==> src/rtl/phase_driver_pkg.sv <==
// Shared definitions for the phase driver and the phase state machine it
// steers: phase encodings, driver FSM state codes and the next-phase rule.
// Both sides import this package so they always agree on the values.
package phase_driver_pkg;

  typedef logic [2:0] phase_t;

  localparam phase_t PH_INIT = 3'd0;
  localparam phase_t PH_A    = 3'd1;
  localparam phase_t PH_B    = 3'd2;
  localparam phase_t PH_C    = 3'd3;

  localparam logic [2:0] ST_IDLE      = 3'd0;
  localparam logic [2:0] ST_ADV       = 3'd1;
  localparam logic [2:0] ST_WAIT_ACK  = 3'd2;
  localparam logic [2:0] ST_RUN       = 3'd3;
  localparam logic [2:0] ST_WAIT_DONE = 3'd4;
  localparam logic [2:0] ST_CHECK     = 3'd5;
  localparam logic [2:0] ST_ERR       = 3'd6;

  typedef struct packed {
    logic   valid;
    phase_t phase;
  } next_phase_t;

  // INIT->A->B->C->A; any other code has no successor.
  function automatic next_phase_t next_phase(input phase_t cur);
    next_phase_t r;
    r = '{valid: 1'b1, phase: PH_INIT};
    case (cur)
      PH_INIT: r.phase = PH_A;
      PH_A:    r.phase = PH_B;
      PH_B:    r.phase = PH_C;
      PH_C:    r.phase = PH_A;
      default: r.valid = 1'b0;
    endcase
    return r;
  endfunction

endpackage

==> src/rtl/phase_driver_if.sv <==
// Bundle of the job-control and phase-handshake signals of phase_driver.
//   start, cfg_phases     : job request and phase count
//   current_state         : phase echo from the phase state machine
//   eng_done              : engine phase-complete pulse
//   state_rst, eng_start  : advance / engine-start pulses
//   busy, job_done, err   : status
// master = job/environment side, slave = phase_driver.
interface phase_driver_if #(
  parameter int CNT_W = 8
);
  import phase_driver_pkg::*;

  logic             start;
  logic [CNT_W-1:0] cfg_phases;
  phase_t           current_state;
  logic             eng_done;
  logic             state_rst;
  logic             eng_start;
  logic             busy;
  logic             job_done;
  logic             err;

  modport master (
    output start, cfg_phases, current_state, eng_done,
    input  state_rst, eng_start, busy, job_done, err
  );

  modport slave (
    input  start, cfg_phases, current_state, eng_done,
    output state_rst, eng_start, busy, job_done, err
  );

endinterface

==> src/rtl/phase_driver_ack_timer.sv <==
// Acknowledge watchdog for phase_driver.
//   clk, rstn : clock, synchronous active-low reset
//   load      : restart the window (driver in ADV)
//   count     : window is running (driver in WAIT_ACK)
//   expired   : high in the last cycle of an ACK_TIMEOUT-cycle window
module phase_driver_ack_timer #(
  parameter int ACK_TIMEOUT = 16
) (
  input  logic clk,
  input  logic rstn,
  input  logic load,
  input  logic count,
  output logic expired
);

  localparam int TW = (ACK_TIMEOUT > 1) ? $clog2(ACK_TIMEOUT) : 1;
  localparam logic [TW-1:0] LOAD_VAL = TW'(ACK_TIMEOUT - 1);

  logic [TW-1:0] remain;

  always_ff @(posedge clk) begin
    if (!rstn) begin
      remain <= '0;
    end else if (load) begin
      remain <= LOAD_VAL;
    end else if (count && remain != '0) begin
      remain <= remain - 1'b1;
    end
  end

  assign expired = count && (remain == '0);

endmodule

==> src/rtl/phase_driver.sv <==
// Phase driver: runs a job of cfg_phases phases. Each phase advances the
// external phase state machine (state_rst), waits for its state echo, starts
// the engine (eng_start) and waits for eng_done. A bad or missing echo parks
// the driver in ERR with a sticky err until reset or a new start.
//   clk  : clock, rising edge
//   rstn : synchronous active-low reset
//   bus  : phase_driver_if slave modport (job control, handshake, status)
module phase_driver
  import phase_driver_pkg::*;
#(
  parameter int CNT_W       = 8,
  parameter int ACK_TIMEOUT = 16
) (
  input  logic           clk,
  input  logic           rstn,
  phase_driver_if.slave  bus
);

  logic [2:0]       state, state_nxt;
  logic [CNT_W-1:0] phases, phases_nxt;
  logic [CNT_W-1:0] count, count_nxt;
  phase_t           expect_q, expect_nxt;
  phase_t           prev_q, prev_nxt;
  next_phase_t      adv;
  logic             done_nxt;
  logic             tmr_expired;

  logic state_rst_q, eng_start_q, job_done_q, busy_q, err_q;

  phase_driver_ack_timer #(
    .ACK_TIMEOUT(ACK_TIMEOUT)
  ) u_ack_timer (
    .clk    (clk),
    .rstn   (rstn),
    .load   (state == ST_ADV),
    .count  (state == ST_WAIT_ACK),
    .expired(tmr_expired)
  );

  always_comb begin
    state_nxt  = state;
    phases_nxt = phases;
    count_nxt  = count;
    expect_nxt = expect_q;
    prev_nxt   = prev_q;
    done_nxt   = 1'b0;
    adv        = next_phase(bus.current_state);

    case (state)
      // ERR accepts a new job exactly like IDLE; leaving ERR clears err.
      ST_IDLE, ST_ERR: begin
        if (bus.start) begin
          if (bus.cfg_phases != '0) begin
            phases_nxt = bus.cfg_phases;
            count_nxt  = '0;
            state_nxt  = ST_ADV;
          end else begin
            done_nxt  = 1'b1;
            state_nxt = ST_IDLE;
          end
        end
      end
      ST_ADV: begin
        // current_state is still the pre-advance value here.
        prev_nxt   = bus.current_state;
        expect_nxt = adv.phase;
        state_nxt  = adv.valid ? ST_WAIT_ACK : ST_ERR;
      end
      ST_WAIT_ACK: begin
        // A matching echo wins over a timeout expiring in the same cycle.
        if (bus.current_state == expect_q) begin
          state_nxt = ST_RUN;
        end else if (bus.current_state != prev_q) begin
          state_nxt = ST_ERR;
        end else if (tmr_expired) begin
          state_nxt = ST_ERR;
        end
      end
      ST_RUN: begin
        state_nxt = ST_WAIT_DONE;
      end
      ST_WAIT_DONE: begin
        if (bus.eng_done) begin
          state_nxt = ST_CHECK;
        end
      end
      ST_CHECK: begin
        count_nxt = count + 1'b1;
        if (count_nxt == phases) begin
          done_nxt  = 1'b1;
          state_nxt = ST_IDLE;
        end else begin
          state_nxt = ST_ADV;
        end
      end
      default: begin
        state_nxt = ST_IDLE;
      end
    endcase
  end

  // Outputs are flops loaded from the next-state decode so they line up
  // with the state they belong to without any input-to-output path.
  always_ff @(posedge clk) begin
    if (!rstn) begin
      state       <= ST_IDLE;
      phases      <= '0;
      count       <= '0;
      expect_q    <= PH_INIT;
      prev_q      <= PH_INIT;
      state_rst_q <= 1'b0;
      eng_start_q <= 1'b0;
      job_done_q  <= 1'b0;
      busy_q      <= 1'b0;
      err_q       <= 1'b0;
    end else begin
      state       <= state_nxt;
      phases      <= phases_nxt;
      count       <= count_nxt;
      expect_q    <= expect_nxt;
      prev_q      <= prev_nxt;
      state_rst_q <= (state_nxt == ST_ADV);
      eng_start_q <= (state_nxt == ST_RUN);
      job_done_q  <= done_nxt;
      busy_q      <= (state_nxt != ST_IDLE);
      err_q       <= (state_nxt == ST_ERR);
    end
  end

  assign bus.state_rst = state_rst_q;
  assign bus.eng_start = eng_start_q;
  assign bus.job_done  = job_done_q;
  assign bus.busy      = busy_q;
  assign bus.err       = err_q;

endmodule

==> src/flat_wrapper.sv <==
// flat-port wrapper written by rule: the top's interface ports become plain ports
module phase_driver_flat import phase_driver_pkg::*;
#(
  parameter int CNT_W       = 8,
  parameter int ACK_TIMEOUT = 16
)
  (clk, rstn, bus_start, bus_cfg_phases, bus_current_state, bus_eng_done, bus_state_rst, bus_eng_start, bus_busy, bus_job_done, bus_err);
  phase_driver_if #(.CNT_W(CNT_W)) bus_i ();
  input  logic clk;
  input  logic rstn;
  input wire logic [$bits(bus_i.start)-1:0] bus_start;
  input wire logic [$bits(bus_i.cfg_phases)-1:0] bus_cfg_phases;
  input wire logic [$bits(bus_i.current_state)-1:0] bus_current_state;
  input wire logic [$bits(bus_i.eng_done)-1:0] bus_eng_done;
  output wire logic [$bits(bus_i.state_rst)-1:0] bus_state_rst;
  output wire logic [$bits(bus_i.eng_start)-1:0] bus_eng_start;
  output wire logic [$bits(bus_i.busy)-1:0] bus_busy;
  output wire logic [$bits(bus_i.job_done)-1:0] bus_job_done;
  output wire logic [$bits(bus_i.err)-1:0] bus_err;
  assign bus_i.start = bus_start;
  assign bus_i.cfg_phases = bus_cfg_phases;
  assign bus_i.current_state = bus_current_state;
  assign bus_i.eng_done = bus_eng_done;
  assign bus_state_rst = bus_i.state_rst;
  assign bus_eng_start = bus_i.eng_start;
  assign bus_busy = bus_i.busy;
  assign bus_job_done = bus_i.job_done;
  assign bus_err = bus_i.err;
  phase_driver #(.CNT_W(CNT_W), .ACK_TIMEOUT(ACK_TIMEOUT)) u_core (.clk(clk), .rstn(rstn), .bus(bus_i));
endmodule
==> config.mk <==
export PLATFORM = sky130hd
export DESIGN_NAME = phase_driver_flat
export DESIGN_NICKNAME = d
export VERILOG_FILES = /design/src/rtl/phase_driver_pkg.sv /design/src/rtl/phase_driver_if.sv /design/src/rtl/phase_driver_ack_timer.sv /design/src/rtl/phase_driver.sv /design/src/flat_wrapper.sv
export SDC_FILE = /design/constraint.sdc
export NUM_CORES = 1
export LEC_CHECK = 0
export BUFFER_PORTS_ARGS = -buffer_cell sky130_fd_sc_hd__buf_2
export CELL_PAD_IN_SITES_DETAIL_PLACEMENT = 1
export CELL_PAD_IN_SITES_GLOBAL_PLACEMENT = 2
export CORE_MARGIN = 1.5
export CORE_UTILIZATION = 37
export CTS_CLUSTER_SIZE = 8
export DETAILED_ROUTE_END_ITERATION = 8
export PLACE_DENSITY = 0.92
export SYNTH_ARGS = -nofsm -noshare
export SYNTH_HDL_FRONTEND = slang
export SYNTH_SLANG_ARGS = --single-unit
export TNS_END_PERCENT = 100
==> constraint.sdc <==
create_clock -name clk -period 3.4 [get_ports clk]
set_input_delay 0.34 -clock clk [delete_from_list [all_inputs] [get_ports clk]]
set_output_delay 0.34 -clock clk [all_outputs]
set_load 0.02 [all_outputs]
==> results.sh <==
export IMPL_status="finished clean"
export IMPL_endpoint="u_core.count[4]$_SDFFE_PN0P_"
export IMPL_ios=20
export IMPL_rrSetupSlack_ps=1240
export IMPL_grt_pass1_vias=1425
export IMPL_clk_pin_slew_ps=70
export IMPL_ctsHoldBuffers=0
export IMPL_p_leak_nw=0.7684
export IMPL_yosys_area_top_type_share_pct=36.46
export IMPL_rsz0062_at_grt="false"
export IMPL_max_stage_delay_ps=580
export IMPL_cp_buffers_inverters=0
export IMPL_cts_made_buffers=5
export IMPL_synth_fp_nets=231
export IMPL_relSlewSlack_pct=54.75
export IMPL_worstSetupEndpointType="flip-flop"
export IMPL_r2r_end="u_core.count[4]$_SDFFE_PN0P_"
export IMPL_worstSkewPairLatency_ps=280
export IMPL_cp_num_cells=6
export IMPL_ctsResizeCount=0
export IMPL_ys_ff_latch=33
export IMPL_fin_ws_ps=1236
export IMPL_htree_levels=2
export IMPL_antenna_left=0
export IMPL_finalSetupViolations=0
export IMPL_netlist_area_sq_mm=0.001812
export IMPL_row_count=25
export IMPL_antenna_found_initial=0
export IMPL_cp_slowest_cell="nor3b_2"
export IMPL_p_clk_share_pct=22.0
export IMPL_worstMarginPinSlew_ps=675.8
export IMPL_cts_root_buf="clkbuf_8"
export IMPL_cell_internal_pwr_w=0.0008033
export IMPL_clock_sinks=33
export IMPL_grt_usage_pct=16.87
export IMPL_diodes=0
export IMPL_hp_class="in -> reg"
export IMPL_dieArea_sq_mm=0.005325
export IMPL_period_minus_slack_ps=2164
export IMPL_place_ws_ps=1255
export IMPL_syn_area_per_cell_sq_um=8.506
export IMPL_drt_iter0_markers=31
export IMPL_cts_buffer_depth=2
export IMPL_wire_per_inst_microns=13.62
export IMPL_grt_start_max_net_pins=32
export IMPL_yosys_top_cells_area="dfxtp_1 (36%), a21boi_0 (7.0%), nor2b_1 (5.2%)"
export IMPL_finalHoldViolCount=0
export IMPL_drc=0
export IMPL_worstRegToRegCells=6
export IMPL_placedInstanceArea_sq_mm=0.001929
export IMPL_drive_gt1_share_pct=14.47
export IMPL_cp_start_kind="flip-flop"
export IMPL_synth_edf_count=0
export IMPL_total_power_w=0.001286
export IMPL_finClkSkew_ps=3.978
export IMPL_swShare_pct=37.52
export IMPL_async_flop_share_pct=0
export IMPL_whs_path_depth=3
export IMPL_path_delay_family="simple AND/OR/NAND/NOR gates"
export IMPL_pwr_share_comb_pct=35.5
export IMPL_gp_congestion=0.7249
export IMPL_max_freq_mhz=462.1
export IMPL_ys_warn_count=0
export IMPL_ys_seq_area_share_pct=36.46
export IMPL_period_share_pct=63.65
export IMPL_die_h_microns=72.98
export IMPL_timing_worst_setup_path_type="reg -> reg"
export IMPL_pwr_share_seq_pct=42.6
export IMPL_dr_pass1_iters=4
export IMPL_vias=1504
export IMPL_yosysUniqueCellTypes=44
export IMPL_reg2reg_from="u_core.state[2]$_SDFF_PN0_"
export IMPL_synthFlopType="dfxtp_1"
export IMPL_synthesis_instances=213
export IMPL_area_delta_synth_final_pct=11.05
export IMPL_crit_arrival_ps=2330
export IMPL_worstPathRequired_ps=3560
export IMPL_initial_core_util_pct=38.36
export IMPL_slew_viol_final=0
export IMPL_cap_violations=0
export IMPL_crit_chain="xor2_1 > nor3b_2 > nand2_2 > and2_1 > o21ai_0 > a21boi_0"
export IMPL_overflow=0
export IMPL_critPathMaxFanout=11
export IMPL_num_nets_final=245
export IMPL_dpl_hpwl_microns=2998
export IMPL_peakVddDrop_mv=0.2738
export IMPL_via_per_inst=5.098
export IMPL_cts_tree="yes"
export IMPL_power_switching_w=0.0004825
export IMPL_synth_area_leader_cell="dfxtp_1"
export IMPL_port_buffers=19
export IMPL_die_w_microns=72.98
export IMPL_coreArea_sq_mm=0.004723
export IMPL_grt_pass1_wl_microns=6844
export IMPL_powerDensity_mw_per_mm2=639.1
export IMPL_cts_setup_buffers=0
export IMPL_startpoint="u_core.state[2]$_SDFF_PN0_"
export IMPL_postLayoutCellArea_sq_mm=0.002012
export IMPL_tns_ps=0
export IMPL_finalWirelength_microns=4017
## cell families (layout without fill, tap and decap cells)
| kind of cell | after synthesis | after routing | synth area share, % |
|---|---|---|---|
| buffers and inverters | 17 | 32 | 4.420 |
| AO/OA/AOI/OAI | 46 | 46 | 17.54 |
| adder cells (fa/ha/maj) | 3 | 3 | 2.072 |
| XOR/XNOR | 19 | 19 | 9.185 |
| flip-flops | 33 | 33 | 36.46 |
| AND/OR/NAND/NOR | 91 | 91 | 28.11 |
| multiplexers | 4 | 4 | 2.210 |
## worst min path at each step
stage	startpoint	end
4_1_cts	bus_cfg_phases[2]	u_core.phases[2]$_SDFFE_PN0P_
3_3_place_gp	u_core.phases[6]$_SDFFE_PN0P_	u_core.phases[6]$_SDFFE_PN0P_
2_1_floorplan	u_core.phases[0]$_SDFFE_PN0P_	u_core.phases[0]$_SDFFE_PN0P_
6_report	bus_cfg_phases[7]	u_core.phases[7]$_SDFFE_PN0P_
3_5_place_dp	u_core.phases[6]$_SDFFE_PN0P_	u_core.phases[6]$_SDFFE_PN0P_
5_1_grt	bus_cfg_phases[6]	u_core.phases[6]$_SDFFE_PN0P_
## power by group through the flow
stage               clock, W  sequential [W]  combinational (W)
finish              0.000283        0.000547           0.000456
global route        0.000312        0.000560           0.000522
CTS                 0.000294        0.000548           0.000464
detailed placement         0        0.000556           0.000460
global placement           0        0.000553           0.000449
floorplan                  0        0.000551           0.000358
## layout make-up
class | instances | area, sq um
inverters | 5 | 18.77
repair buffers | 19 | 95.09
clock buffers | 6 | 72.57
clock inverters | 2 | 10.01
fillers | 577 | 2711
multi-input cells | 163 | 1071
well taps | 67 | 83.83
flip-flops and latches | 33 | 660.6
## worst register-to-register path, stage by stage (launching register included)
cell and delay (ps):
dfxtp_1 500, xor2_1 130, nor3b_2 580, nand2_2 260, and2_1 310, o21ai_0 180, a21boi_0 100
## synthesized netlist by cell type (5+ instances only)
cell	instances
clkbuf_1	6
a21boi_0	17
xor2_1	10
dfxtp_1	33
nor2_1	10
a21oi_1	7
nand2_1	18
nor3_1	6
inv_1	5
o21ai_0	9
nor2b_1	15
nand3_1	12
xnor2_1	9
## through the flow
stage	hold slack, ps	instances	util [%]
2_1_floorplan	455.1	213	-
3_3_place_gp	474.5	287	40.85
3_5_place_dp	480.0	287	40.85
4_1_cts	330.1	295	42.60
5_1_grt	341.8	295	42.60
6_report	333.2	295	42.60
## registers in the layout, indices dropped and copies added, names as in the netlist
signal                     flops
u_core.bus.busy                1
u_core.bus.eng_start           1
u_core.bus.err                 1
u_core.bus.job_done            1
u_core.bus.state_rst           1
u_core.count                   8
u_core.expect_q                2
u_core.phases                  8
u_core.prev_q                  3
u_core.state                   3
u_core.u_ack_timer.remain      4
## per-layer routing
layer	GRT usage, %	part of all wire, %	vias up
met4	6.918	1.6	0
met3	4.558	2.7	6
li1	-	-	771
met1	21.47	48	711
met2	27.01	48	16
met5	0	0	-
## cell usage in the layout, fill, tap and decap left out, types with 6 or more instances in the layout
cell type / n
buf_2: 19
a21oi_1: 7
a21boi_0: 17
nand2_1: 18
xor2_1: 10
xnor2_1: 9
o21ai_0: 9
nand3_1: 12
nor2b_1: 15
nor2_1: 10
nor3_1: 6
dfxtp_1: 33
Power figures use the tool's default switching activity.
